**src/rtl/id_ex_pkg.sv**
```systemverilog
// Shared types for the Decode->Execute skid register: control bundle, op layout and occupancy state.
package id_ex_pkg;

  localparam int ID_EX_DATA_W  = 24;
  localparam int ID_EX_RADDR_W = 4;
  localparam int ID_EX_CMD_W   = 4;

  typedef struct packed {
    logic mem_r_en;
    logic mem_w_en;
    logic wb_en;
    logic br_taken;
  } id_ex_ctrl_t;

  // Default-width op layout; the top rebuilds the same field order from its own parameters.
  typedef struct packed {
    id_ex_ctrl_t               ctrl;
    logic [ID_EX_CMD_W-1:0]    cmd;
    logic [ID_EX_RADDR_W-1:0]  src1;
    logic [ID_EX_RADDR_W-1:0]  src2;
    logic [ID_EX_RADDR_W-1:0]  dest;
    logic [ID_EX_DATA_W-1:0]   val1;
    logic [ID_EX_DATA_W-1:0]   val2;
    logic [ID_EX_DATA_W-1:0]   reg2;
  } id_ex_op_t;

  typedef enum logic [1:0] {
    EMPTY = 2'd0,
    ONE   = 2'd1,
    FULL  = 2'd2
  } skid_state_e;

  localparam id_ex_ctrl_t CTRL_NOP = '0;

  // A bubble must never write memory/RF or redirect fetch.
  function automatic id_ex_ctrl_t ctrl_gate(input id_ex_ctrl_t c, input logic vld);
    return vld ? c : CTRL_NOP;
  endfunction

endpackage

```
**src/rtl/id_ex_skid_reg_sat_counter.sv**
```systemverilog
// Saturating up-counter; holds at all-ones instead of wrapping.
module sat_counter
  import id_ex_pkg::*;
#(
  parameter int CNT_W = 16
) (
  input  logic             clk,
  input  logic             rst,
  input  logic             inc,
  output logic [CNT_W-1:0] cnt
);

  localparam logic [CNT_W-1:0] CNT_MAX = '1;
  localparam logic [CNT_W-1:0] CNT_ONE = {{(CNT_W-1){1'b0}}, 1'b1};

  function automatic logic [CNT_W-1:0] sat_inc(input logic [CNT_W-1:0] v);
    return (v == CNT_MAX) ? v : v + CNT_ONE;
  endfunction

  always_ff @(posedge clk) begin
    if (rst) begin
      cnt <= '0;
    end else if (inc) begin
      cnt <= sat_inc(cnt);
    end
  end

endmodule

```
**src/rtl/id_ex_skid_reg.sv**
```systemverilog
// Decode->Execute pipeline register with a 2-entry skid buffer, flush and stall counter.
module id_ex_skid_reg
  import id_ex_pkg::*;
#(
  parameter int DATA_W  = 24,
  parameter int RADDR_W = 4,
  parameter int CMD_W   = 4,
  parameter int CNT_W   = 16
) (
  input  logic               clk,
  input  logic               rst,
  input  logic               flush,
  input  logic               in_valid,
  output logic               in_ready,
  input  logic [3:0]         in_ctrl,
  input  logic [CMD_W-1:0]   in_cmd,
  input  logic [RADDR_W-1:0] in_src1,
  input  logic [RADDR_W-1:0] in_src2,
  input  logic [RADDR_W-1:0] in_dest,
  input  logic [DATA_W-1:0]  in_val1,
  input  logic [DATA_W-1:0]  in_val2,
  input  logic [DATA_W-1:0]  in_reg2,
  output logic               out_valid,
  input  logic               out_ready,
  output logic [3:0]         out_ctrl,
  output logic [CMD_W-1:0]   out_cmd,
  output logic [RADDR_W-1:0] out_src1,
  output logic [RADDR_W-1:0] out_src2,
  output logic [RADDR_W-1:0] out_dest,
  output logic [DATA_W-1:0]  out_val1,
  output logic [DATA_W-1:0]  out_val2,
  output logic [DATA_W-1:0]  out_reg2,
  output logic [CNT_W-1:0]   stall_cnt
);

  typedef struct packed {
    id_ex_ctrl_t        ctrl;
    logic [CMD_W-1:0]   cmd;
    logic [RADDR_W-1:0] src1;
    logic [RADDR_W-1:0] src2;
    logic [RADDR_W-1:0] dest;
    logic [DATA_W-1:0]  val1;
    logic [DATA_W-1:0]  val2;
    logic [DATA_W-1:0]  reg2;
  } op_t;

  op_t         in_op;
  op_t         main_op_p1;
  op_t         skid_op_p1;
  skid_state_e state_p1;
  logic        ready_p1;
  logic        accept;
  logic        pop;

  assign in_op = '{ctrl: id_ex_ctrl_t'(in_ctrl), cmd: in_cmd, src1: in_src1, src2: in_src2,
                   dest: in_dest, val1: in_val1, val2: in_val2, reg2: in_reg2};

  // Ready comes from a flop so Execute back-pressure never reaches Decode combinationally.
  assign in_ready  = ready_p1 & ~rst;
  assign out_valid = (state_p1 != EMPTY);
  assign accept    = in_valid & in_ready;
  assign pop       = out_valid & out_ready;

  // ---- stage p1: occupancy FSM, main and skid slots ----
  always_ff @(posedge clk) begin
    if (rst) begin
      state_p1   <= EMPTY;
      ready_p1   <= 1'b1;
      main_op_p1 <= '0;
      skid_op_p1 <= '0;
    end else if (flush) begin
      state_p1 <= EMPTY;
      ready_p1 <= 1'b1;
    end else begin
      case (state_p1)
        EMPTY: begin
          if (accept) begin
            main_op_p1 <= in_op;
            state_p1   <= ONE;
          end
        end
        ONE: begin
          if (accept && pop) begin
            main_op_p1 <= in_op;
          end else if (accept) begin
            skid_op_p1 <= in_op;
            state_p1   <= FULL;
            ready_p1   <= 1'b0;
          end else if (pop) begin
            state_p1 <= EMPTY;
          end
        end
        FULL: begin
          if (pop) begin
            main_op_p1 <= skid_op_p1;
            state_p1   <= ONE;
            ready_p1   <= 1'b1;
          end
        end
        default: begin
          state_p1 <= EMPTY;
          ready_p1 <= 1'b1;
        end
      endcase
    end
  end

  assign out_ctrl = ctrl_gate(main_op_p1.ctrl, out_valid);
  assign out_cmd  = main_op_p1.cmd;
  assign out_src1 = main_op_p1.src1;
  assign out_src2 = main_op_p1.src2;
  assign out_dest = main_op_p1.dest;
  assign out_val1 = main_op_p1.val1;
  assign out_val2 = main_op_p1.val2;
  assign out_reg2 = main_op_p1.reg2;

  sat_counter #(.CNT_W(CNT_W)) u_stall_cnt (
    .clk (clk),
    .rst (rst),
    .inc (out_valid & ~out_ready),
    .cnt (stall_cnt)
  );

endmodule
```
**config.mk**
```make
export PLATFORM = sky130hd
export DESIGN_NAME = id_ex_skid_reg
export DESIGN_NICKNAME = d
export VERILOG_FILES = /design/src/rtl/id_ex_pkg.sv /design/src/rtl/id_ex_skid_reg_sat_counter.sv /design/src/rtl/id_ex_skid_reg.sv
export SDC_FILE = /design/constraint.sdc
export NUM_CORES = 1
export LEC_CHECK = 0
export ABC_CLOCK_PERIOD_IN_PS = 2400
export BUFFER_PORTS_ARGS = -buffer_cell sky130_fd_sc_hd__buf_2
export CORE_UTILIZATION = 34
export CTS_CLUSTER_SIZE = 25
export DETAILED_ROUTE_END_ITERATION = 10
export PLACE_DENSITY_LB_ADDON = 0.15
export SLEW_MARGIN = 20
export SYNTH_ARGS = -nofsm -noshare
export SYNTH_HDL_FRONTEND = slang
export SYNTH_HIERARCHICAL = 1
export SYNTH_SLANG_ARGS = --single-unit
```
**constraint.sdc**
```tcl
create_clock -name clk -period 2.4 [get_ports clk]
set_input_delay 0.48 -clock clk [delete_from_list [all_inputs] [get_ports clk]]
set_output_delay 0.48 -clock clk [all_outputs]
set_load 0.01 [all_outputs]
```
; After elaboration in Yosys (flattened, before gate mapping)
; Cells that the tools add are included.
[totals]
in_bits = 97
elab_cells = 70
reg_bits = 203
[classes]
addsub = 1
n_eq_ne = 9
n_reduce_logical = 10
muxes = 15
n_bitwise = 10
[op_table]
columns = op, n
row1 = $mux W92, 3
row2 = $pmux W92 S3, 1
row3 = $add A16 B1 Y16 const B, 1
row4 = $eq A16 B16 Y1 const B, 1
row5 = $reduce_and A4 Y1, 3
row6 = $mux W2, 5
row7 = $ne A2 B2 Y1 const B, 5
row8 = $not A1 Y1, 6
row9 = $pmux W2 S3, 1
row10 = $reduce_and A5 Y1, 1
row11 = $and A1 B1 Y1, 4
row12 = $mux W4, 1
row13 = $mux W1, 3
row14 = $ne A3 B3 Y1 const B, 1
row15 = $pmux W1 S3, 1
row16 = $reduce_bool A3 Y1, 1
row17 = $eq A2 B1 Y1 const B, 1
row18 = $eq A2 B2 Y1 const B, 1
row19 = $logic_not A2 Y1, 1
row20 = $reduce_and A2 Y1, 1
row21 = $reduce_bool A2 Y1, 1
row22 = $reduce_or A2 Y1, 1
row23 = $logic_and A1 B1 Y1, 1

; Longest topological paths before layout
[depth]
ltp_word = 6
depth_mapped = 8

; Cells and area by module
; The synthesis kept the hierarchy.
[by_module_without_submodules]
columns = module, area_per_inst_um2, cells_per_inst, instances, seq_area_each_um2
row1 = id_ex_skid_reg, 8759.7, 942, 1, 3743.6
row2 = sat_counter, 833.3, 96, 1, 320.3

; Worst setup path after synthesis
; Ideal clock, no wire load.
[synth_timing]
path_kind = register -> register
startpoint = register state_p1[1]
endpoint = register u_stall_cnt.cnt[15]
slack_ns = 0.344
arrival_ns = 1.936
path_stages_with_launch = 9
required_time_ns = 2.279
n_path_buf = 2
path_cell_list = dfxtp_1 buf_2 nor2_1 nor2_1 nand2_1 or3_1 clkbuf_2 nor4_1 mux2_2
[synth_via]
elab_chain_cells = 3
[synth_rtl]
columns = item, line_no
row1 = start: declaration, id_ex_skid_reg.sv:50  ; skid_state_e state_p1;
row2 = start signal: assignment, id_ex_skid_reg.sv:67  ; state_p1 <= EMPTY;
row3 = start signal: assignment, id_ex_skid_reg.sv:72  ; state_p1 <= EMPTY;
row4 = start signal: assignment, id_ex_skid_reg.sv:79  ; state_p1 <= ONE;
row5 = $reduce_bool A2 Y1, id_ex_skid_reg.sv:60  ; assign out_valid = (state_p1 != EMPTY);
row6 = $and A1 B1 Y1, id_ex_skid_reg.sv:120  ; .inc (out_valid & ~out_ready),
row7 = $reduce_and A2 Y1 (no source line), -
row8 = end signal: assignment, id_ex_skid_reg_sat_counter.sv:24  ; cnt <= sat_inc(cnt);
row9 = end: declaration, id_ex_skid_reg_sat_counter.sv:10  ; output logic [CNT_W-1:0] cnt
; Every way passes these cells.
; A chain may end at the register's enable or synchronous reset.

; Worst setup path after layout
[layout_timing]
startpoint = register state_p1[1]
endpoint = register u_stall_cnt.cnt[14]
; The elaborated chain is that of the path after synthesis.

==> run metrics <==
number of hold buffers added after CTS=0; dpl cell area=10300 um2; vias=7431; GRT Util Overall=17.2%; fin nets=1219; final core occ=40.0%; Main synth FF type=dfxtp_1; startpoint types=register; Avg Inst Size Synth=9.24 um2; Residual DRC=0; Initial Util=34.5%; Finished Cell Area=11100 um2; Final TNS setup=0 ps; initial antenna violation count=3; CTS resizes=0; R2R depth=7; DR WL/cell=16.9 um; Synth cell types=49; post-synthesis sequential area ratio=42.4%; first-pass iteration count of the detailed router=4; Worst R2R Setup Slack=360 ps; Layout Cells excl Fill=1515; CP arrival=2440 ps; commonest non-fill, non-tap cells in the layout=205 x buf_2, 203 x dfxtp_1, 193 x nand2_1; DIE WIDTH=170 um; Hold Crit Depth=3; WL final=25700 um; count of input and output buffers=206; CTS clk-pin slew, worst paths=60 ps; worst hold path class=in2reg; Post-CTS Setup Bufs=0; outcome=complete, no violations; Crit. End Element=register; DP Wirelength=15600 um; LEAKAGE=4.75 nW; worst slew pin tran=680 ps; hold path start=in_val2[12]; via/cell ratio=4.90; Die Height=170 um; first-pass GRT wire length=39800 um; Routed Antenna Nets=0; clock latency on the worst-skew pair=510 ps; root buf cell=clkbuf_16; number of global-route vias before repair=7082; reg2reg start=state_p1[1]$_SDFFE_PP0P_; max cap viols=0; Overflow after GRT=0; Cells after Synth=1038; Max Clock Freq=0.490 GHz; Post-Place Cells=1473; Cell Pwr Density=729 nW/um2; IO Pins=207; DR iter-0 viols=482; final hold vios=0; Synth Net Count=1136; largest net degree at the start of global routing=119; Final setup viols=0; TritonCTS clock tree=yes; Crit Path Category=reg2reg; period utilisation layout=85.1%; Slew Limit Fails=0; Async SR Flop Fraction=0%; crit path time final=2040 ps; RSZ-0062 raised after global routing=false; num rows=61; R2R Path End=u_stall_cnt/cnt[14]$_SDFFE_PP0P_; Worst IR Drop VDD=0.591 mV; CTS Sinks=203; crit path max fanout=6; overall power=0.00810 W; relative slew slack=54.7%; layout cells sized above 1=31.8%; Hold EP=skid_op_p1[36]$_SDFFE_PP0P_; area delta synth->final=15.7%; synth warn=6; EDFF count, synth=0; TritonCTS Buffers=24; synthesized cell area=9590 um2; Fin Clk Skew=7.71 ps; worst-case clock buffer depth=3; core area=27800 um2; CTS H-tree depth=1; most common cell after layout, fill and taps aside=buf_2; FF+latch count, synth=203; RD Place Congestion=0.729; CP required=2800 ps; Die Area=28900 um2
## report_power, final
part / total [W] / switching (W) / internal [W]
registers: 0.00351 / 0.0000455 / 0.00346
logic: 0.000673 / 0.000398 / 0.000275
clock network: 0.00391 / 0.00145 / 0.00247
## cells by family (layout without fill, tap and decap cells)
kind of cell / count (synthesis) / after routing / share of synthesized area (%)
AOI/OAI and AO/OA: 300 / 300 / 22.7
and+or+nand+nor: 256 / 256 / 11.6
DFF: 203 / 203 / 42.4
buffers and inverters: 178 / 276 / 12.7
muxes: 97 / 97 / 10.1
xor gates and xnor gates: 3 / 3 / 0.274
adders and majority gates: 1 / 1 / 0.130
other: 0 / 1 / 0
## Yosys cell counts, types with 8 or more instances
cell / count / area [um2]
buf_2: 33 / 165
a21oi_1: 190 / 951
a211oi_1: 13 / 97.6
a211oi_2: 80 / 1000
clkbuf_1: 23 / 86.3
buf_4: 99 / 743
buf_6: 17 / 191
mux2i_1: 95 / 951
nor2_1: 16 / 60.1
nand2_1: 193 / 724
dfxtp_1: 203 / 4060
nor2b_1: 8 / 50.1
## cell type report
type	count	area, um2
Fill cell	2882	16700
Multi-Input combinational cell	657	4350
Sequential cell	203	4060
Timing Repair Buffer	231	1350
Clock buffer	34	709
Tap cell	378	473
Clock inverter	7	135
Inverter	4	15.0
Antenna cell	1	2.50
## metrics by stage
step | setup slack (ps) | hold slack, ps
2_1_floorplan | 344 | 436
3_3_place_gp | 296 | 441
3_5_place_dp | 290 | 446
4_1_cts | 336 | 190
5_1_grt | 121 | 194
6_report | 358 | 215
## worst max path at each step
| stage | startpoint | slack (ps) | to |
|---|---|---|---|
| final | state_p1[1]$_SDFFE_PP0P_ | 360 | u_stall_cnt/cnt[14]$_SDFFE_PP0P_ |
| after global routing | state_p1[1]$_SDFFE_PP0P_ | 120 | u_stall_cnt/cnt[14]$_SDFFE_PP0P_ |
| after CTS | state_p1[1]$_SDFFE_PP0P_ | 340 | out_ctrl[0] |
| after detailed placement | out_ready | 290 | u_stall_cnt/cnt[14]$_SDFFE_PP0P_ |
| after global placement | out_ready | 300 | u_stall_cnt/cnt[14]$_SDFFE_PP0P_ |
| after floorplan | state_p1[1]$_SDFFE_PP0P_ | 340 | u_stall_cnt/cnt[15]$_SDFFE_PP0P_ |
## state kept, by name, indices dropped and copies added (netlist names), 16 cells and up
signal           count
skid_op_p1          92
u_stall_cnt/cnt     16
out_reg2            24
out_val2            24
out_val1            24
## metal layers
metal / global-route usage, % / vias up / share of wire (%)
met4: 4.03 / 2 / 1.6
met5: 0 / - / 0.043
li1: - / 3708 / -
met3: 4.51 / 31 / 6.7
met1: 23.1 / 3522 / 46
met2: 27.4 / 168 / 45
## worst max-delay path, stage by stage, from the launching register on
cell and delay, ps:
dfxtp_1 470, nor2_1 100, nor2_1 160, buf_4 170
nand4_1 230, a211oi_1 380, nand4_1 140, mux2_2 280
No activity file was read; power rests on OpenSTA's default activity.
